===== src/rtl/phase_timer_if.sv =====
// Phase timer handshake bundle: the phase controller (master) loads and steers the
// timer (slave) and observes completion, occupancy and the count still to elapse.
interface phase_timer_if #(
  parameter int WIDTH = 32
) ();
  logic             start;
  logic [WIDTH-1:0] duration;
  logic             pause;
  logic             abort;
  logic             done;
  logic             busy;
  logic [WIDTH-1:0] remaining;

  modport master (
    output start, duration, pause, abort,
    input  done, busy, remaining
  );

  modport slave (
    input  start, duration, pause, abort,
    output done, busy, remaining
  );
endinterface


===== src/rtl/phase_timer.sv =====
// Phase timer: loads a duration, counts it down every PRESCALE clocks, pulses done on expiry.
// Optional pause/PAUSED support is enabled by defining PHASE_TIMER_PAUSE_EN.
module phase_timer #(
  parameter int WIDTH    = 32,
  parameter int PRESCALE = 1
) (
  input  logic         clk,
  input  logic         reset,
  phase_timer_if.slave tif
);

  localparam int PW = (PRESCALE > 1) ? $clog2(PRESCALE) : 1;
  localparam logic [PW-1:0]    PRESC_MAX  = PW'(PRESCALE - 32'sd1);
  localparam logic [PW-1:0]    PRESC_ONE  = PW'(32'd1);
  localparam logic [PW-1:0]    PRESC_ZERO = PW'(32'd0);
  localparam logic [WIDTH-1:0] REM_ONE    = WIDTH'(32'd1);
  localparam logic [WIDTH-1:0] REM_ZERO   = WIDTH'(32'd0);

  typedef enum logic [1:0] {
    ST_IDLE   = 2'd0,
    ST_RUN    = 2'd1,
    ST_PAUSED = 2'd2
  } state_e;

  state_e           state_r;
  logic [PW-1:0]    presc_r;
  logic [WIDTH-1:0] remaining_r;
  logic             done_r;
  logic             busy_r;

  logic             hold_s;
  logic             wrap_s;
  logic             expire_s;
  logic [PW-1:0]    presc_next_s;
  logic [WIDTH-1:0] rem_dec_s;

  // Next-count values for an edge on which the timer is allowed to advance.
  always_comb begin
    hold_s       = 1'b0;
    presc_next_s = PRESC_ZERO;
    rem_dec_s    = REM_ZERO;
`ifdef PHASE_TIMER_PAUSE_EN
    hold_s = tif.pause;
`else
    hold_s = 1'b0;
`endif
    wrap_s   = (presc_r == PRESC_MAX);
    // Remaining of 0 while running is treated as already expired so it never wraps.
    expire_s = wrap_s && (remaining_r <= REM_ONE);
    if (wrap_s) begin
      presc_next_s = PRESC_ZERO;
    end else begin
      presc_next_s = presc_r + PRESC_ONE;
    end
    if (remaining_r == REM_ZERO) begin
      rem_dec_s = REM_ZERO;
    end else begin
      rem_dec_s = remaining_r - REM_ONE;
    end
  end

  // Phase state machine with registered done/busy/remaining.
  always_ff @(posedge clk) begin
    if (reset) begin
      state_r     <= ST_IDLE;
      presc_r     <= PRESC_ZERO;
      remaining_r <= REM_ZERO;
      done_r      <= 1'b0;
      busy_r      <= 1'b0;
    end else begin
      done_r <= 1'b0;
      if (tif.abort && (state_r != ST_IDLE)) begin
        state_r     <= ST_IDLE;
        presc_r     <= PRESC_ZERO;
        remaining_r <= REM_ZERO;
        busy_r      <= 1'b0;
      end else if (tif.start) begin
        presc_r <= PRESC_ZERO;
        if (tif.duration != REM_ZERO) begin
          state_r     <= ST_RUN;
          remaining_r <= tif.duration;
          busy_r      <= 1'b1;
        end else begin
          state_r     <= ST_IDLE;
          remaining_r <= REM_ZERO;
          done_r      <= 1'b1;
          busy_r      <= 1'b0;
        end
      end else begin
        case (state_r)
          ST_RUN, ST_PAUSED: begin
            if (hold_s) begin
              state_r <= ST_PAUSED;
            end else if (expire_s) begin
              state_r     <= ST_IDLE;
              presc_r     <= PRESC_ZERO;
              remaining_r <= REM_ZERO;
              done_r      <= 1'b1;
              busy_r      <= 1'b0;
            end else begin
              // Leaving PAUSED also advances on this edge, resuming the frozen prescaler.
              state_r <= ST_RUN;
              presc_r <= presc_next_s;
              if (wrap_s) begin
                remaining_r <= rem_dec_s;
              end else begin
                remaining_r <= remaining_r;
              end
            end
          end
          ST_IDLE: begin
            state_r <= ST_IDLE;
          end
          default: begin
            state_r     <= ST_IDLE;
            presc_r     <= PRESC_ZERO;
            remaining_r <= REM_ZERO;
            busy_r      <= 1'b0;
          end
        endcase
      end
    end
  end

  assign tif.done      = done_r;
  assign tif.busy      = busy_r;
  assign tif.remaining = remaining_r;

endmodule


===== src/flat_wrapper.sv =====
// flat-port wrapper written by rule: the top's interface ports become plain ports
module phase_timer_flat 
#(
  parameter int WIDTH    = 32,
  parameter int PRESCALE = 1
)
  (clk, reset, tif_start, tif_duration, tif_pause, tif_abort, tif_done, tif_busy, tif_remaining);
  phase_timer_if #(.WIDTH(WIDTH)) tif_i ();
  input  logic clk;
  input  logic reset;
  input wire logic [$bits(tif_i.start)-1:0] tif_start;
  input wire logic [$bits(tif_i.duration)-1:0] tif_duration;
  input wire logic [$bits(tif_i.pause)-1:0] tif_pause;
  input wire logic [$bits(tif_i.abort)-1:0] tif_abort;
  output wire logic [$bits(tif_i.done)-1:0] tif_done;
  output wire logic [$bits(tif_i.busy)-1:0] tif_busy;
  output wire logic [$bits(tif_i.remaining)-1:0] tif_remaining;
  assign tif_i.start = tif_start;
  assign tif_i.duration = tif_duration;
  assign tif_i.pause = tif_pause;
  assign tif_i.abort = tif_abort;
  assign tif_done = tif_i.done;
  assign tif_busy = tif_i.busy;
  assign tif_remaining = tif_i.remaining;
  phase_timer #(.WIDTH(WIDTH), .PRESCALE(PRESCALE)) u_core (.clk(clk), .reset(reset), .tif(tif_i));
endmodule

===== config.mk =====
export PLATFORM = sky130hd
export DESIGN_NAME = phase_timer_flat
export DESIGN_NICKNAME = d
export VERILOG_FILES = /design/src/rtl/phase_timer_if.sv /design/src/rtl/phase_timer.sv /design/src/flat_wrapper.sv
export SDC_FILE = /design/constraint.sdc
export NUM_CORES = 1
export LEC_CHECK = 0
export BUFFER_PORTS_ARGS = -buffer_cell sky130_fd_sc_hd__buf_4
export CORE_MARGIN = 2
export CORE_UTILIZATION = 35
export DETAILED_ROUTE_END_ITERATION = 12
export GPL_TIMING_DRIVEN = 0
export HOLD_SLACK_MARGIN = 0.06
export PLACE_DENSITY_LB_ADDON = 0.05
export SKIP_CTS_REPAIR_TIMING = 1
export SLEW_MARGIN = 20
export SYNTH_ARGS = -nofsm -noshare
export SYNTH_HDL_FRONTEND = slang
export SYNTH_SLANG_ARGS = --single-unit

===== constraint.sdc =====
create_clock -name clk -period 2.6 [get_ports clk]
set_input_delay 0 -clock clk [delete_from_list [all_inputs] [get_ports clk]]
set_output_delay 0 -clock clk [all_outputs]
set_load 0.05 [all_outputs]

==> run summary <==
The portion of total power attributed to sequential cells came out at 0.356. The share of flip-flops with an asynchronous set or reset is 0. The clock reaches the later pin of the worst-skew pair after 0.29 ns. For the worst setup path, the data required time is 2.77 ns. The peak per-stage delay on the critical path is 0.56 ns.

For the arrival time of data at the critical path endpoint, the log shows 2.59 ns. The top flip-flop cell by instance count after synthesis was dfxtp_1. The reported leakage power is 1.344 nW, and the fraction of the yosys area taken by sequential cells is 0.3400.

STA classifies the critical path endpoint as a register. The run gives 0.03501 ns as the tightest hold margin. Counting flops and latches in the post-synthesis netlist gives 35. Summing internal, switching and leakage power gives 1.759 mW. The clock transition at the registers of the reported paths came out at 0.08 ns. Leaving out fill and tap cells, the most frequent cells in the layout are buf_4 (72), nor2_1 (38), dfxtp_1 (35).

The net switching share of the total power was 0.3617; the unique cell type count in the Yosys netlist was 43. For the synthesized area, the log shows 2061 um^2. The count of buffers from port buffering is 69. For the via count of the first global-routing pass, the log shows 2126.

The number of cells on the worst reg-to-reg path is 7. Counting every net in the synthesized netlist gives 290. The run gives 0 ns as the setup total negative slack.

The count of buffering cells on the critical path with inverters included came out at 1. The analysis attributes to net switching a power of 0.6364 mW. The longest clock path from root to sink contains 2 buffers.

IR analysis of the VDD net gives a maximum drop of 0.0002644 V. The run finished with clean final reports. The routed layout has 2399 vias.

For the pin with the worst max-slew slack, the measured transition is 0.7324 ns. The worst setup path is of the reg -> reg kind. Entering global routing, the biggest net connects 12 pins. The tools report the maximum level of the CTS H-tree as 2. At the end of routability-driven placement, the weighted congestion stood at 0.8433. In the final routed layout, each cell accounts on average for 16.55 um. In this run the clock root is driven by a clkbuf_8. The share of the clock period used by the worst path came out at 0.9312. Worst-case headroom to the max-slew limit: 0.5117. The final routed DRC violation total is 0. The number of setup violations in the final report is 0, and the final-stage net count is 399. Dividing the synthesized area by the synthesized cell count gives 8.243 um^2. The tools report the final number of max-transition violations as 0. Nature of the critical path startpoint: a register. The total overflow left after global routing is 0.

The antenna diode count is 0. The global-route usage over all layers came out at 0.2129. The wire-length estimate of the detail-placed layout is 5.156 mm.

The critical path crosses 7 cells after its start point. The number of hold violations in the final report is 0, and the max-capacitance violation count is 0. Number of primary I/O pins: 71. During synthesis, Yosys emitted a total of 0 warnings. Summed over all layers, the routed wires come to 7.151 mm. The logs give 202 for the number of DRC markers in iteration 0 and 391 for the number of placed instances with taps included.

The largest fanout on the critical path was 6. The average vias per placed instance is 5.553. The share of total power in the clock network was 0.296; the width of the chip was 80.73 um. The library cell used most frequently in the layout, excluding fill and tap cells, is buf_4. In this run the remaining antenna-violating nets after routing total 0.

After layout, the minimum clock period comes to 2.421 ns. Maximum clock rate: 413.0 MHz. The largest individual stage delay along the critical path comes from the cell or4_1. For this design, the sink count on the clock tree is 35. Power per unit of standard cell area: 559.3 nW/um^2. The layout-stage area growth over the synthesis result works out to 52.64%. The site row count was 27; the setup clock skew after layout was 0.007953 ns.

The hold-critical path depth works out to 3. Cell internal power was estimated by the tool at 1.123 mW. The critical path goes through or4_1 -> or2_4 -> nor4_4 -> a21oi_4 -> buf_4 -> a222oi_1 -> nor2_1. The family of cells with the greatest summed delay on the critical path is simple AND/OR/NAND/NOR gates. The floorplan step defined a die boundary enclosing 6517 um^2. The first-pass GRT wire length came out at 10.61 mm. The class of the tightest hold or removal check is in -> reg. The floorplan die height works out to 80.73 um.

The share of final-layout standard cells stronger than drive strength 1 is 0.2583. The count of flip-flops with a built-in enable after synthesis works out to 0. For the initial core utilization, the log shows 0.3675. For the post-layout instance count excluding filler cells, the log shows 432. The first detailed-routing pass took 5 iterations. TritonCTS built the clock tree. The run gives 0 as the initial antenna violation count. The cell count after synthesis came out at 250.

The tools report the combinational share of power as 0.348. For the floorplan core area, the log shows 5608 um^2. The count of fill cells added during filler insertion is 561. Clock tree synthesis inserted a total of 5 buffers.
synth_stat cells, drive strengths merged (2+ instances only):
master | number | area, um^2
or2 | 4 | 27.53
dfxtp | 35 | 700.7
a32oi | 3 | 26.28
a222oi | 23 | 230.2
xor2 | 15 | 131.4
a41oi | 2 | 17.52
nor2 | 38 | 142.6
or3 | 3 | 18.77
nand2 | 12 | 45.04
buf | 2 | 22.52
ha | 3 | 37.54
a31oi | 2 | 12.51
nand3 | 7 | 35.03
nor4 | 17 | 127.6
clkbuf | 14 | 52.55
o31ai | 4 | 30.03
or4 | 2 | 15.01
a21oi | 11 | 58.81
nor3 | 14 | 80.08
xnor2 | 6 | 52.55
o21ai | 7 | 35.03
inv | 7 | 26.28
nand4 | 5 | 31.28
tightest hold or removal path: stages:
cell,delay [ns]
buf_4,0.08
a21oi_1,0.05
o22ai_1,0.14
metal layers:
layer	routed length [um]	share of wire	GRT usage	up-vias
met2	3401	0.48	0.3400	76
met1	3303	0.46	0.2912	1126
li1	-	-	-	1189
met5	0	0	0	-
met3	362	0.051	0.03889	8
met4	84	0.012	0.06780	0
cells by family (layout without fill, tap and decap cells):
family / after synthesis / after routing / share of synthesized area
and+or+nand+nor: 107 / 107 / 0.2696
xor gates and xnor gates: 21 / 21 / 0.08925
buffers and inverters: 23 / 133 / 0.04918
AOI/OAI and AO/OA: 61 / 61 / 0.2338
adders and majority gates: 3 / 3 / 0.01822
DFF: 35 / 35 / 0.3400
sequential cells by signal, summed over array words and instances (netlist names):
register / flops
u_core.tif.remaining: 32
u_core.state_r: 1
u_core.tif.busy: 1
u_core.tif.done: 1
final cells by class:
type                            count  area [um^2]  area share
Tap cell                           72        90.09     0.02864
Timing Repair Buffer              102        840.8      0.2673
Inverter                            7        26.28    0.008353
Clock inverter                      2        35.03     0.01114
Sequential cell                    35        700.7      0.2228
Multi-Input combinational cell    192         1295      0.4117
Buffer                             16        75.07     0.02387
Clock buffer                        6        82.58     0.02625
path summary, 6_finish.rpt:
path                            startpoint                  endpoint  slack, ns
setup / recovery  u_core.tif.remaining[26]   u_core.tif.remaining[5]       0.18
setup reg to reg  u_core.tif.remaining[26]   u_core.tif.remaining[5]       0.18
hold / removal            tif_duration[27]  u_core.tif.remaining[27]       0.04
hold reg to reg            u_core.tif.busy           u_core.tif.busy       0.50
power groups by stage:
stage / logic, mW / registers (mW) / clock network [mW]
finish: 0.611 / 0.627 / 0.521
global route: 0.660 / 0.633 / 0.560
detailed placement: 0.562 / 0.635 / 0
floorplan: 0.261 / 0.748 / 0
CTS: 0.564 / 0.622 / 0.536
global placement: 0.561 / 0.634 / 0
stage by stage:
stage               utilization  setup slack [ns]  instance area (um^2)
finish                   0.5609            0.1789                  3146
CTS                      0.4969          -0.06652                  2786
global placement         0.4759          -0.08610                  2669
floorplan                     -            0.1507                  2061
global route             0.5609         -0.006682                  3146
detailed placement       0.4759          -0.04964                  2669
Note: power is estimated with default switching activity, not from simulation.
